[src/rtl/ecc_22_wr_enc_if.sv]
// Stream bundle for the 22-bit SECDED write encoder.
//   s_valid/s_ready/s_data    : input beat handshake and payload
//   m_valid/m_ready           : codeword handshake toward the RAM write port
//   m_data/m_parity           : codeword data and check fields
// slave modport is the encoder's view; master modport is the driver/sink side.
interface ecc_22_wr_enc_if;
    localparam int unsigned DATA_WIDTH   = 22;
    localparam int unsigned PARITY_WIDTH = 6;

    logic                    s_valid;
    logic                    s_ready;
    logic [DATA_WIDTH-1:0]   s_data;
    logic                    m_valid;
    logic                    m_ready;
    logic [DATA_WIDTH-1:0]   m_data;
    logic [PARITY_WIDTH-1:0] m_parity;

    modport slave (
        input  s_valid, s_data, m_ready,
        output s_ready, m_valid, m_data, m_parity
    );

    modport master (
        output s_valid, s_data, m_ready,
        input  s_ready, m_valid, m_data, m_parity
    );
endinterface

[src/rtl/ecc_22_wr_enc.sv]
// Registered SECDED write-side encoder for the 22-bit ECC FIFO RAM path, with
// a one-shot single/double bit error injector for exercising the decoder.
// Ports:
//   clk, rst_n   : clock, asynchronous active-low reset
//   bus          : input beat handshake and codeword output (slave modport)
//   inj_en       : one-cycle pulse that arms an injection
//   inj_mode     : 00 none, 01 single flip, 10 double flip, 11 none
//   inj_pos0/1   : codeword bit indices to flip (0..21 data, 22..27 parity)
//   inj_armed    : an injection is waiting for the next accepted beat
//   inj_cnt      : saturating count of beats that carried injected flips
module ecc_22_wr_enc #(
    parameter int unsigned CNT_W = 16
) (
    input  logic             clk,
    input  logic             rst_n,
    ecc_22_wr_enc_if.slave   bus,
    input  logic             inj_en,
    input  logic [1:0]       inj_mode,
    input  logic [4:0]       inj_pos0,
    input  logic [4:0]       inj_pos1,
    output logic             inj_armed,
    output logic [CNT_W-1:0] inj_cnt
);
    localparam int unsigned DATA_WIDTH   = 22;
    localparam int unsigned PARITY_WIDTH = 6;
    localparam int unsigned CW_WIDTH     = DATA_WIDTH + PARITY_WIDTH;

    logic                    m_valid_q;
    logic [DATA_WIDTH-1:0]   m_data_q;
    logic [PARITY_WIDTH-1:0] m_parity_q;
    logic                    armed_q;
    logic                    double_q;
    logic [4:0]              pos0_q;
    logic [4:0]              pos1_q;
    logic [CNT_W-1:0]        cnt_q;

    logic                    s_ready_c;
    logic                    accept_c;
    logic [PARITY_WIDTH-1:0] parity_c;
    logic [31:0]             flip_c;
    logic [CW_WIDTH-1:0]     cw_mask_c;

    assign s_ready_c    = !m_valid_q || bus.m_ready;
    assign accept_c     = bus.s_valid && s_ready_c;

    assign bus.s_ready  = s_ready_c;
    assign bus.m_valid  = m_valid_q;
    assign bus.m_data   = m_data_q;
    assign bus.m_parity = m_parity_q;
    assign inj_armed    = armed_q;
    assign inj_cnt      = cnt_q;

    // Check bits from the clean payload
    always_comb begin
        logic [DATA_WIDTH-1:0] d;
        d = bus.s_data;
        parity_c    = '0;
        parity_c[0] = d[0] ^ d[1] ^ d[3] ^ d[4] ^ d[6] ^ d[8] ^ d[10] ^ d[11]
                    ^ d[13] ^ d[15] ^ d[17] ^ d[19] ^ d[21];
        parity_c[1] = d[0] ^ d[2] ^ d[3] ^ d[5] ^ d[6] ^ d[9] ^ d[10] ^ d[12]
                    ^ d[13] ^ d[16] ^ d[17] ^ d[20] ^ d[21];
        parity_c[2] = d[1] ^ d[2] ^ d[3] ^ d[7] ^ d[8] ^ d[9] ^ d[10] ^ d[14]
                    ^ d[15] ^ d[16] ^ d[17];
        parity_c[3] = ^{d[21:18], d[10:4]};
        parity_c[4] = ^d[21:11];
        parity_c[5] = d[0] ^ d[1] ^ d[2] ^ d[4] ^ d[5] ^ d[7] ^ d[10] ^ d[11]
                    ^ d[12] ^ d[14] ^ d[17] ^ d[18] ^ d[21];
    end

    // Flip mask; indices 28..31 fall outside the codeword and flip nothing,
    // and pos0==pos1 in double mode collapses to one flip via the OR.
    always_comb begin
        flip_c = '0;
        if (armed_q) begin
            flip_c = 32'(1) << pos0_q;
            if (double_q) begin
                flip_c = flip_c | (32'(1) << pos1_q);
            end
        end
        cw_mask_c = flip_c[CW_WIDTH-1:0];
    end

    // Output register: loads on input handshake, drains on m_ready
    always_ff @(posedge clk or negedge rst_n) begin
        if (!rst_n) begin
            m_valid_q  <= 1'b0;
            m_data_q   <= '0;
            m_parity_q <= '0;
        end else if (accept_c) begin
            m_valid_q  <= 1'b1;
            m_data_q   <= bus.s_data ^ cw_mask_c[DATA_WIDTH-1:0];
            m_parity_q <= parity_c ^ cw_mask_c[CW_WIDTH-1:DATA_WIDTH];
        end else if (bus.m_ready) begin
            m_valid_q  <= 1'b0;
        end
    end

    // Injection arming, consumption and event count
    always_ff @(posedge clk or negedge rst_n) begin
        if (!rst_n) begin
            armed_q  <= 1'b0;
            double_q <= 1'b0;
            pos0_q   <= '0;
            pos1_q   <= '0;
            cnt_q    <= '0;
        end else if (armed_q) begin
            if (accept_c) begin
                armed_q <= 1'b0;
                if (cnt_q != {CNT_W{1'b1}}) begin
                    cnt_q <= cnt_q + CNT_W'(1);
                end
            end
        end else if (inj_en && (inj_mode == 2'b01 || inj_mode == 2'b10)) begin
            armed_q  <= 1'b1;
            double_q <= inj_mode[1];
            pos0_q   <= inj_pos0;
            pos1_q   <= inj_pos1;
        end
    end
endmodule
[src/flat_wrapper.sv]
// flat-port wrapper written by rule: the top's interface ports become plain ports
module ecc_22_wr_enc_flat 
#(
    parameter int unsigned CNT_W = 16
)
  (clk, rst_n, inj_en, inj_mode, inj_pos0, inj_pos1, inj_armed, inj_cnt, bus_s_valid, bus_s_data, bus_m_ready, bus_s_ready, bus_m_valid, bus_m_data, bus_m_parity);
  ecc_22_wr_enc_if bus_i ();
  input  logic clk;
  input  logic rst_n;
  input  logic inj_en;
  input  logic [1:0] inj_mode;
  input  logic [4:0] inj_pos0;
  input  logic [4:0] inj_pos1;
  output logic inj_armed;
  output logic [CNT_W-1:0] inj_cnt;
  input wire logic [$bits(bus_i.s_valid)-1:0] bus_s_valid;
  input wire logic [$bits(bus_i.s_data)-1:0] bus_s_data;
  input wire logic [$bits(bus_i.m_ready)-1:0] bus_m_ready;
  output wire logic [$bits(bus_i.s_ready)-1:0] bus_s_ready;
  output wire logic [$bits(bus_i.m_valid)-1:0] bus_m_valid;
  output wire logic [$bits(bus_i.m_data)-1:0] bus_m_data;
  output wire logic [$bits(bus_i.m_parity)-1:0] bus_m_parity;
  assign bus_i.s_valid = bus_s_valid;
  assign bus_i.s_data = bus_s_data;
  assign bus_i.m_ready = bus_m_ready;
  assign bus_s_ready = bus_i.s_ready;
  assign bus_m_valid = bus_i.m_valid;
  assign bus_m_data = bus_i.m_data;
  assign bus_m_parity = bus_i.m_parity;
  ecc_22_wr_enc #(.CNT_W(CNT_W)) u_core (.clk(clk), .rst_n(rst_n), .bus(bus_i), .inj_en(inj_en), .inj_mode(inj_mode), .inj_pos0(inj_pos0), .inj_pos1(inj_pos1), .inj_armed(inj_armed), .inj_cnt(inj_cnt));
endmodule
[config.mk]
export PLATFORM = sky130hd
export DESIGN_NAME = ecc_22_wr_enc_flat
export DESIGN_NICKNAME = d
export VERILOG_FILES = /design/src/rtl/ecc_22_wr_enc_if.sv /design/src/rtl/ecc_22_wr_enc.sv /design/src/flat_wrapper.sv
export SDC_FILE = /design/constraint.sdc
export NUM_CORES = 1
export LEC_CHECK = 0
export ABC_AREA = 1
export CORE_UTILIZATION = 45
export DETAILED_ROUTE_END_ITERATION = 10
export GPL_ROUTABILITY_DRIVEN = 0
export PLACE_DENSITY = 0.71
export SLEW_MARGIN = 20
export SYNTH_ARGS = -nofsm -noshare
export SYNTH_HDL_FRONTEND = slang
export SYNTH_SLANG_ARGS = --single-unit
[constraint.sdc]
create_clock -name clk -period 2 [get_ports clk]
set_clock_uncertainty 0.1 [all_clocks]
set_input_delay 0.2 -clock clk [delete_from_list [all_inputs] [get_ports clk]]
set_output_delay 0.2 -clock clk [all_outputs]
set_load 0.03 [all_outputs]
==> results of run 1 <==
-- cells in the final DEF (no fill, tap or decap), drive strengths merged --
| cell type | Yosys | layout |
|---|---|---|
| a21oi | 18 | 18 |
| a31oi | 1 | 1 |
| buf | 12 | 17 |
| bufinv | 0 | 3 |
| clkbuf | 10 | 11 |
| clkdlybuf4s50 | 0 | 84 |
| clkinv | 2 | 3 |
| clkinvlp | 0 | 1 |
| dfrtp | 57 | 57 |
| dlygate4sd3 | 0 | 1 |
| ha | 1 | 1 |
| inv | 75 | 75 |
| mux2 | 1 | 1 |
| nand2 | 279 | 279 |
| nand3 | 62 | 62 |
| nand3b | 2 | 2 |
| nand4 | 6 | 6 |
| nor2 | 43 | 43 |
| nor3 | 17 | 17 |
| nor3b | 1 | 1 |
| nor4 | 1 | 1 |
| o21ai | 47 | 47 |
| or2 | 1 | 1 |
| xnor2 | 12 | 12 |
| xor2 | 35 | 35 |
-- cells by family after synthesis --
| group | Yosys count | synth area share |
|---|---|---|
| XOR/XNOR | 47 | 0.09556 |
| adder cells (fa/ha/maj) | 1 | 0.002904 |
| AND/OR/NAND/NOR | 412 | 0.3944 |
| buffers and inverters | 99 | 0.09556 |
| multiplexers | 1 | 0.002614 |
| flip-flops | 57 | 0.3311 |
| AO/OA/AOI/OAI | 66 | 0.07784 |
-- area by class of cell --
class | instances | area [µm²] | share of cell area
well taps | 129 | 161.4 | 0.02886
multi-input cells | 527 | 2470 | 0.4416
clock inverters | 5 | 102.6 | 0.01834
flip-flops and latches | 57 | 1428 | 0.2553
repair buffers | 102 | 1001 | 0.1790
inverters | 77 | 289.0 | 0.05168
clock buffers | 11 | 141.4 | 0.02528
-- metal layers --
metal,vias to the layer above,share of wire,wire length (µm)
met4,0,0.016,187
met5,-,0,0
met3,20,0.065,780
li1,2315,-,-
met1,2083,0.47,5608
met2,188,0.45,5410
-- worst register-to-register path, cell delays in order (launching register included) --
cell and delay [ps]:
dfrtp_1 440, inv_2 100, nor3_1 450, nand3_1 130, o21ai_0 120, nand2_1 110
xor2_1 190, o21ai_1 80
-- power groups by stage --
| stage | combinational [mW] | sequential (mW) | clock (mW) |
|---|---|---|---|
| after floorplan | 0.999 | 2.00 | 0 |
| after global placement | 2.10 | 1.69 | 0 |
| after detailed placement | 2.14 | 1.69 | 0 |
| after CTS | 2.15 | 1.67 | 1.37 |
| after global routing | 2.36 | 1.72 | 1.42 |
| final | 2.16 | 1.68 | 1.34 |
-- final timing paths --
kind,start,end,slack [ps],depth (start not counted)
max,u_core.pos0_q[1]$_DFFE_PN0P_,u_core.bus.m_data[18]$_DFFE_PN0P_,150,7
min,rst_n,u_core.inj_cnt[1]$_DFFE_PN0P_,280,3
max reg2reg,u_core.pos0_q[1]$_DFFE_PN0P_,u_core.bus.m_data[18]$_DFFE_PN0P_,150,7
min reg2reg,u_core.bus.m_parity[3]$_DFFE_PN0P_,u_core.bus.m_parity[3]$_DFFE_PN0P_,380,2
max in group asynchronous,rst_n,u_core.pos1_q[2]$_DFFE_PN0P_,1240,3
min in group clk,inj_pos1[2],u_core.pos1_q[2]$_DFFE_PN0P_,340,3
-- state kept, by name, summed over array words and instances, names as in the netlist --
register and count:
u_core.bus.m_valid 1, u_core.bus.m_data 22, u_core.inj_armed 1, u_core.double_q 1, u_core.inj_cnt 16, u_core.pos1_q 5
u_core.bus.m_parity 6, u_core.pos0_q 5
-- what timing repair did --
item / in CTS / in global routing
gates resized for setup: 0 / 1
hold buffers: 1 / 0
endpoints found under the hold margin: 57 / 0
setup endpoints to repair: 0 / 1
==> summary.txt, run 1 <==
Outcome
  • Status: finished, final reports clean

Run
  • Max-cap violations: 0

Route
  • Vias/cell: 5.073
  • Routed Antenna Nets: 0
  • Via count: 4606
  • Avg WL per Cell: about 13 µm
  • DR pass1 iterations: 8
  • DRC Markers: 0
  • Final wirelength: 11990 µm
  • Initial DRC Count: roughly 400

Timing
  • Tightest hold margin: 279.5 ps
  • Max-slew headroom: 0.6236
  • Worst-Margin Slew: between 500 and 600 ps
  • Final hold vios: 0
  • Clock period minus worst slack: roughly 1800 ps
  • Final Max Slew Viols: 0
  • RSZ-0062 raised after global routing: false
  • Final Cycle Share: 0.9248
  • Fmax: ~540 MHz
  • Total negative setup slack: 0 ps
  • Final setup fails: 0
  • Setup ws final: ~150 ps

Power and ir drop
  • Internal power: ~3.1 mW
  • Net Sw Frac: 0.4075
  • Max IR drop VDD: 0.4533 mV
  • Pleak: between 2 and 3 nW
  • Tot Pwr: roughly 5.2 mW
  • Combinational group share of total power: 0.417
  • Clk pwr share: 0.259
  • Sequential share of power: 0.324
  • Sw power: about 2.1 mW
  • Pwr/cell area: just over 900 mW/mm²

Worst hold path
  • Hold crit path type: input port to asynchronous set/reset pin

Clock network
  • Htree depth: 3
  • CTS sink count: 57
  • CTS Buf Count: 9
  • TritonCTS clock tree: built
  • Clock Path Buffers: 2
  • Worst skew pair latency: approximately 330 ps
  • Post-CTS Setup Bufs: 0
  • CTS root buffer: clkbuf_8
  • Clock transition at path regs: ~70 ps

Synthesis
  • Top cell type's share of synthesized area: 0.3311
  • Post-Syn Area per Cell: roughly 6.3 µm²
  • Post-synth top cells: nand2_1, inv_1, nand3_1
  • Async S/R FF share, synth: 1.000
  • Cell taking the most area after synthesis: dfrtp_1
  • FF+latch count, synth: 57
  • Post-Syn Nets: roughly 720
  • YS warnings: 0
  • Count leader, synth: nand2_1
  • Cells after Synth: between 600 and 700
  • Count of unique library cells instantiated by Yosys: 30
  • Main synth FF type: dfrtp_1
  • Post-synth EDFFs: 0
  • Synth Cell Area: between 0.004 and 0.005 mm²
  • Synth top area cells: dfrtp_1, nand2_1, nand3_1, xor2_1, inv_1
  • Sequential share of the synthesized area: 0.3311

Critical path
  • CP top delay family: simple AND/OR/NAND/NOR gates
  • CP Capture Type: register
  • Critical Path Start Type: register
  • Worst path slowest cell: nor3_1
  • Crit Path Max Fanout: 6
  • Critical-path cell list: inv_2 > nor3_1 > nand3_1 > o21ai_0 > nand2_1 > xor2_1 > o21ai_1
  • Worst Path Required: 2120 ps
  • Max incr delay on CP: 450 ps
  • Crit path arrival time: between 1500 and 2000 ps
  • Crit path kind: register to register
  • CP bufs+invs: 1

Global routing
  • Initial antenna violation count: 0
  • GRT met2 Usage: 0.3963
  • GRT Overall Usage: 0.2518
  • Vias in the first global route: a little over 4000
  • GR Overflow Total: 0
  • Largest net degree at the start of global routing: 58
  • Met1 Resource Use GR: 0.3540
  • Global-route wire length before repair: between 15000 and 20000 µm
  • Global route hottest layer: met2
  • Met3 GRT Util: 0.04248

Place
  • Pre-CTS setup slack: -50.92 ps
  • Post-Place Cells: 891
  • PortBufs: between 80 and 90
  • Placed cell areas: around 0.0053 mm²
  • Hpwl dp: just over 9000 µm

Floorplan
  • IO Pins: 86
  • Core Area: 0.009240 mm²
  • Die H: about 100 µm
  • Die Span X: around 100 µm
  • Initial core utilization: 0.4662
  • Die area: ~0.01 mm²
  • Site row count: 35

Cells and area
  • Final Non-Filler Cells: approximately 910
  • Antenna fix cells: 0
  • Final non-filler cell area: about 0.0056 mm²
  • Fill count: about 850
  • Fraction of final layout cells sized beyond drive strength 1: 0.05905
  • Final nets: between 800 and 900
  • Finished Core Util: 0.6053
  • Layout area overhead: 29.83%
(Power assumes the default switching activity.)
==> run 2, diff against run 1 <==
CTS_CLUSTER_DIAMETER = 200   (was default)
==> results of run 2 <==
Same layout as run 1: the final DEF is identical, and so are final timing and power.
